[src/rtl/button_event_decoder_pkg.sv]
// Shared types and default timing constants for the button gesture decoder.
// Defaults assume a 100 MHz clock.
package button_event_decoder_pkg;

  typedef enum logic [2:0] {
    ST_WAIT_LOW  = 3'd0,
    ST_IDLE      = 3'd1,
    ST_PRESS1    = 3'd2,
    ST_WAIT_GAP  = 3'd3,
    ST_PRESS2    = 3'd4,
    ST_LONG_HOLD = 3'd5
  } state_e;

  localparam int unsigned LONG_CYCLES_DEFAULT = 100_000_000;
  localparam int unsigned GAP_CYCLES_DEFAULT  = 30_000_000;
  localparam int unsigned CNT_W_DEFAULT       = 27;
  localparam int unsigned EVT_CNT_W           = 8;

endpackage

[src/rtl/button_event_decoder.sv]
// Classifies a debounced button level into short, long and double press
// pulses using one FSM and one shared interval counter.
module button_event_decoder
  import button_event_decoder_pkg::*;
#(
  parameter int unsigned LONG_CYCLES = LONG_CYCLES_DEFAULT,
  parameter int unsigned GAP_CYCLES  = GAP_CYCLES_DEFAULT,
  parameter int unsigned CNT_W       = CNT_W_DEFAULT
) (
  input  logic                 clk_in,
  input  logic                 reset_in,
  input  logic                 level_in,
  output logic                 short_out,
  output logic                 long_out,
  output logic                 double_out,
  output logic                 held_out,
  output logic                 busy_out,
  output logic [EVT_CNT_W-1:0] evt_cnt_out
);

  // Handshake: none. level_in is sampled on every rising edge; each event
  // output is a one-cycle pulse with no back-pressure, so consumers must
  // accept it on the cycle it is high.

  localparam logic [CNT_W-1:0] LONG_LAST = CNT_W'(LONG_CYCLES - 1);
  localparam logic [CNT_W-1:0] GAP_LAST  = CNT_W'(GAP_CYCLES - 1);
  localparam logic [CNT_W-1:0] CNT_ONE   = CNT_W'(1);

  state_e               state_q, state_d;
  logic [CNT_W-1:0]     cnt_q, cnt_d;
  logic                 short_q, short_d;
  logic                 long_q, long_d;
  logic                 double_q, double_d;
  logic                 held_q, held_d;
  logic                 busy_q, busy_d;
  logic [EVT_CNT_W-1:0] evt_cnt_q, evt_cnt_d;

  logic long_hit;
  logic gap_hit;

  assign long_hit = (cnt_q == LONG_LAST);
  assign gap_hit  = (cnt_q == GAP_LAST);

  // State, counter and registered outputs.
  always_ff @(posedge clk_in) begin
    if (reset_in) begin
      state_q   <= ST_WAIT_LOW;
      cnt_q     <= '0;
      short_q   <= 1'b0;
      long_q    <= 1'b0;
      double_q  <= 1'b0;
      held_q    <= 1'b0;
      busy_q    <= 1'b1;
      evt_cnt_q <= '0;
    end else begin
      state_q   <= state_d;
      cnt_q     <= cnt_d;
      short_q   <= short_d;
      long_q    <= long_d;
      double_q  <= double_d;
      held_q    <= held_d;
      busy_q    <= busy_d;
      evt_cnt_q <= evt_cnt_d;
    end
  end

  // Next state. The counter is reloaded on every transition; the entering
  // sample of PRESS1 / WAIT_GAP already counts as sample #1.
  always_comb begin
    state_d = state_q;
    cnt_d   = '0;
    unique case (state_q)
      ST_WAIT_LOW: begin
        if (!level_in) state_d = ST_IDLE;
      end
      ST_IDLE: begin
        if (level_in) begin
          state_d = ST_PRESS1;
          cnt_d   = CNT_ONE;
        end
      end
      ST_PRESS1: begin
        if (!level_in) begin
          state_d = ST_WAIT_GAP;
          cnt_d   = CNT_ONE;
        end else if (long_hit) begin
          state_d = ST_LONG_HOLD;
        end else begin
          cnt_d = cnt_q + CNT_ONE;
        end
      end
      ST_WAIT_GAP: begin
        if (level_in) begin
          state_d = ST_PRESS2;
        end else if (gap_hit) begin
          state_d = ST_IDLE;
        end else begin
          cnt_d = cnt_q + CNT_ONE;
        end
      end
      ST_PRESS2: begin
        if (!level_in) state_d = ST_IDLE;
      end
      ST_LONG_HOLD: begin
        if (!level_in) state_d = ST_IDLE;
      end
      default: state_d = ST_WAIT_LOW;
    endcase
  end

  // Output values registered on the same edge as the transition; the three
  // pulse conditions are mutually exclusive by state and level.
  always_comb begin
    short_d   = (state_q == ST_WAIT_GAP) && !level_in && gap_hit;
    long_d    = (state_q == ST_PRESS1) && level_in && long_hit;
    double_d  = (state_q == ST_WAIT_GAP) && level_in;
    held_d    = (state_d == ST_LONG_HOLD);
    busy_d    = (state_d != ST_IDLE);
    evt_cnt_d = evt_cnt_q;
    if (short_d || long_d || double_d) begin
      evt_cnt_d = evt_cnt_q + EVT_CNT_W'(1);
    end
  end

  assign short_out   = short_q;
  assign long_out    = long_q;
  assign double_out  = double_q;
  assign held_out    = held_q;
  assign busy_out    = busy_q;
  assign evt_cnt_out = evt_cnt_q;

endmodule

[config.mk]
export PLATFORM = sky130hd
export DESIGN_NAME = button_event_decoder
export DESIGN_NICKNAME = d
export VERILOG_FILES = /design/src/rtl/button_event_decoder_pkg.sv /design/src/rtl/button_event_decoder.sv
export SDC_FILE = /design/constraint.sdc
export NUM_CORES = 1
export LEC_CHECK = 0
export CAP_MARGIN = 0
export CORE_MARGIN = 8
export CORE_UTILIZATION = 55
export DETAILED_ROUTE_END_ITERATION = 7
export HOLD_SLACK_MARGIN = 0.15
export PLACE_DENSITY = 0.76
export SYNTH_ARGS = -nofsm -noshare
export SYNTH_HDL_FRONTEND = slang
export SYNTH_SLANG_ARGS = --single-unit
[constraint.sdc]
create_clock -name clk_in -period 6.4 [get_ports clk_in]
set_input_delay 1.92 -clock clk_in [delete_from_list [all_inputs] [get_ports clk_in]]
set_output_delay 1.92 -clock clk_in [all_outputs]
set_load 0.005 [all_outputs]
# Word-level counts from Yosys, hierarchy flattened
# Index checks and enable logic that the tools add are counted.
# classes
n_reduce_logical,10
add_sub_neg,2
mux,13
n_eq_ne,9
# ops
op,n
27-bit two-way mux,4
27-bit case mux with 3 select lines,1
"27-bit by 1-bit adder with 27-bit output, second input constant",1
"27-bit by 25-bit equality test with 1-bit output, second input constant",1
"27-bit equality test, second input constant",1
3-bit two-way mux,6
3-bit case mux with 4 select lines,1
"3-bit equality test, second input constant",3
"8-bit by 1-bit adder with 8-bit output, second input constant",1
"3-bit by 2-bit equality test with 1-bit output, second input constant",2
1-bit logical AND,5
"3-bit by 1-bit equality test with 1-bit output, second input constant",1
3-bit logical NOT,1
"3-bit by 1-bit inequality test with 1-bit output, second input constant",1
3-bit OR reduction,1
1-bit logical OR,2
1-bit logical NOT,1
1-bit two-way mux,1
# word_totals
inputBits,3
register_bits,43
wordCells,42
out_inout_bits,13

# Logic depth before layout (Yosys ltp)
# logic_depth
ltp_word,5
depth_mapped,9

# Worst setup path before layout
# OpenSTA, ideal clock, no wires.
# synth_path
kind,input port to flip-flop
start,in level_in
end,"reg evt_cnt_q[4], in the netlist evt_cnt_out[4]"
setup_ns,0.123
n_path_buf,0
setup_slack_ns,3.081
required_ns,6.277
arrival_ns,3.195
path_stages,5
cell_sequence,inv_1 o41a_4 nor3_2 and3_1 mux2_1
# synth_between
elab_chain_len,5
# synth_lines
element,line,text
from (decl),button_event_decoder.sv:12,"input logic level_in,"
1-bit logical NOT,button_event_decoder.sv:114,short_d = (state_q == ST_WAIT_GAP) && !level_in && gap_hit;
1-bit logical AND (2 in a row),button_event_decoder.sv:114,
1-bit logical OR,button_event_decoder.sv:120,if (short_d || long_d || double_d) begin
1-bit logical OR *,button_event_decoder.sv:120,
to (signal assigned),button_event_decoder.sv:63,evt_cnt_q <= evt_cnt_d;
to (decl),button_event_decoder.sv:36,"logic [EVT_CNT_W-1:0] evt_cnt_q, evt_cnt_d;"
# Every way passes the cells marked *; elsewhere a longest branch is shown, timed or not.
# A chain may end at the register's enable or synchronous reset.

# Worst setup path after layout
# Same ends and word-level chain as after synthesis.

==> Flow_metrics.wiki <==
{| class="wikitable"
! Metric !! Value
|-
| Source-to-sink clock delay at the later pin of the worst-skew pair || ~0.29 ns
|-
| Total half-perimeter wirelength after legalization and detailed placement || around 2.8 mm
|-
| Final critical-path share of the clock period || a little under three fifths
|-
| Maximum number of pins on one net before global-route repair || 27
|-
| Part of the Yosys area used for sequential elements || between 40% and 50%
|-
| FP Rows || 22
|-
| Dominant combinational cell family by area after synthesis || simple AND/OR/NAND/NOR gates
|-
| Worst Reg-to-Reg Cells || 7
|-
| Total clock sinks || 43
|-
| Via density || 5.38
|-
| Average detailed-routed wire length per instance || ~13 um
|-
| First-pass GRT wire length || about 7.2 mm
|-
| Final number of setup-violating endpoints || 0
|-
| Clock transition at the registers of the reported paths || approximately 0.070 ns
|-
| Setup_tns || 0 ns
|-
| Setup repair bufs after CTS || 0
|-
| Yosys cell types || just under 50
|-
| Routed Antenna Nets || 0
|-
| Count leader, synth || nor2_1
|-
| Clock H-tree levels || 2
|-
| Most used flip-flop cell after synthesis || dfxtp_1
|-
| Number of antenna violations at the first check in global routing || 0
|-
| Clk_skew || approximately 0.0081 ns
|-
| # IOs || 16
|-
| CTS root buffer || clkbuf_8
|-
| Hold path cells || 2
|-
| Final Max Tran Viols || 0
|-
| Netlist area before placement || roughly 2100 um2
|-
| Area of the core || between 3000 and 4000 um2
|-
| Global placer's final weighted congestion || about 0.83
|-
| Die width || 77.3 um
|-
| Post_cts resized || 0
|-
| Synth Area in Simple Gates || around a third
|-
| Final total power || ~0.00047 W
|-
| Area growth from synthesis to final layout || 12.7%
|-
| Largest vdd supply drop || between 0.00015 and 0.0002 V
|-
| GRT overflow || 0
|-
| WS Path Type || in2reg
|-
| Warnings, synthesis || 0
|-
| Relative slew slack || between 40% and 50%
|-
| FFs w/ async S/R, synth || 0%
|-
| Power density cells || about 200 nW/um2
|-
| First-pass DRT Iterations || 4
|-
| Sequential cell area || around 860 um2
|-
| Data required time at the worst endpoint || between 6 and 7 ns
|-
| Chip Height || 77.3 um
|-
| Maximum fanout along the worst path || 6
|-
| Proportion of synthesized area in mux cells || between 1.5 and 2%
|-
| TritonCTS clock tree || done
|-
| Area enclosed by the die boundary || 5980 um2
|-
| Endpoints failing hold || 0
|-
| Number of vias in the routed layout || 1592
|-
| CTS buffer count || 5
|-
| Number of DRC violations after detailed routing || 0
|-
| Area of the multi-input gates || about 1100 um2
|-
| Run status || finished, final reports clean
|-
| Fmax achieved || between 200 and 300 MHz
|-
| Count of port buffers added during placement || 15
|-
| Cell type contributing the most total cell area after synthesis || dfxtp_1
|-
| Fraction of final layout cells sized beyond drive strength 1 || under 10%
|-
| Count of inserted antenna diode cells || 0
|-
| Max-cap violations || 0
|-
| Leading post-synthesis cells by instance count || 47 x nor2_1, 43 x dfxtp_1, 19 x nand3_1, 19 x xnor2_1, 11 x nand2_1
|-
| Min Clock Period, post-route || 3.67 ns
|-
| Most area-consuming cells after synthesis || dfxtp_1 42%, nor2_1 8.5%, xnor2_1 8.0%
|-
| Synth Area in Adders || between 1 and 1.5%
|-
| Mean area per synthesized cell || around 8.9 um2
|-
| Post-Synth XOR/XNOR Area || 12.3%
|-
| Buffer levels on the longest clock path || 2
|-
| RSZ-0062 raised after global routing || false
|-
| Hold-fix buffers, CTS || 0
|-
| Area fraction in compound gates after synthesis || 5.56%
|-
| Share of the synthesized area in the top cell type || about two fifths
|-
| CP Capture Type || flip-flop
|-
| Actual transition at the worst max-transition pin || slightly above 0.8 ns
|-
| Data arrival time of the critical path || slightly below 4 ns
|-
| Total Routed Length || 3.86 mm
|-
| Iteration-0 DRC count of the detailed router || a little under 70
|-
| Kind of start point of the critical path || input pin
|-
| Post-synthesis instance total || 232
|-
| Initial Util || 57.0%
|-
| Synthesized flop and latch total || 43
|-
| Type of the tightest min-delay check || reg2reg
|-
| Final net count || 252
|-
| Post-synth EDFFs || 0
|-
| Leakage || between 0.7 and 0.8 nW
|-
| Filler cell count || 335
|-
| GRT Overall Usage || 14.3%
|-
| Vias in the first global route || about 1600
|-
| Post-synthesis net count || 237
|}
cells in the final DEF, fill, tap and decap left out, types with 7 or more instances in the layout:
| cell | synthesis | routed |
|---|---|---|
| clkbuf_8 | 0 | 7 |
| clkdlybuf4s50_1 | 0 | 15 |
| dfxtp_1 | 43 | 43 |
| inv_1 | 7 | 7 |
| nand2_1 | 11 | 11 |
| nand3_1 | 19 | 19 |
| nor2_1 | 47 | 47 |
| nor3_1 | 7 | 7 |
| xnor2_1 | 19 | 19 |
| xor2_1 | 10 | 10 |
metal layers:
layer  track usage [%]  wire, um  vias to the layer above
li1                  -         -                      827
met1              16.4      1810                      743
met2              24.4      1870                       18
met3              3.57       119                        4
met4              6.23        65                        0
met5                 0         0                        -
flip-flops by register name, summed over array words and instances (netlist names):
signal / count
evt_cnt_out: 8
short_out: 1
double_out: 1
busy_out: 1
held_out: 1
long_out: 1
state_q: 3
cnt_q: 27
area by class of cell:
cell class                 instances  area share, %
timing repair buffer              15           6.44
inverter                           7           1.13
sequential                        43           36.9
clock buffer                       8           4.29
multi-input combinational        175           48.7
tap                               48           2.58
power by group:
part	switching (W)	total, W	leakage (nW)	internal [W]
Combinational	0.00000936	0.0000157	0.354	0.00000629
Clock	0.0000853	0.000184	0.0515	0.0000984
Sequential	0.00000226	0.000271	0.347	0.000269
Total	0.0000970	0.000471	0.753	0.000374
kinds of logic (layout without fill, tap and decap cells):
logic type / after synthesis / in the layout
muxes: 3 / 3
AOI/OAI and AO/OA: 15 / 15
DFF: 43 / 43
and+or+nand+nor: 126 / 126
xor gates and xnor gates: 29 / 29
adders and majority gates: 2 / 2
buffers and inverters: 14 / 30
metrics by stage:
stage          cells  area (um2)  setup slack [ns]  hold WS [ns]  utilization [%]
3_3_place_gp     288        2230              2.46         0.517             61.4
2_1_floorplan    232        2070              3.08         0.486                -
6_report         296        2330              2.73         0.534             64.2
4_1_cts          296        2330              2.74         0.542             64.2
3_5_place_dp     288        2230              2.42         0.521             61.4
5_1_grt          296        2330              2.66         0.563             64.2
final timing paths:
check / end / start / slack, ns
max: evt_cnt_out[4] / level_in / 2.73
min: evt_cnt_out[7] / evt_cnt_out[7] / 0.53
max reg2reg: cnt_q[3] / cnt_q[0] / 3.78
min reg2reg: evt_cnt_out[7] / evt_cnt_out[7] / 0.53
critical path, cell delays in order:
cell	delay, ns
clkdlybuf4s50_1	0.53
inv_1	0.13
o41a_4	0.56
nor3_2	0.21
and3_1	0.19
mux2_1	0.31
Note: power is estimated with default switching activity, not from simulation.
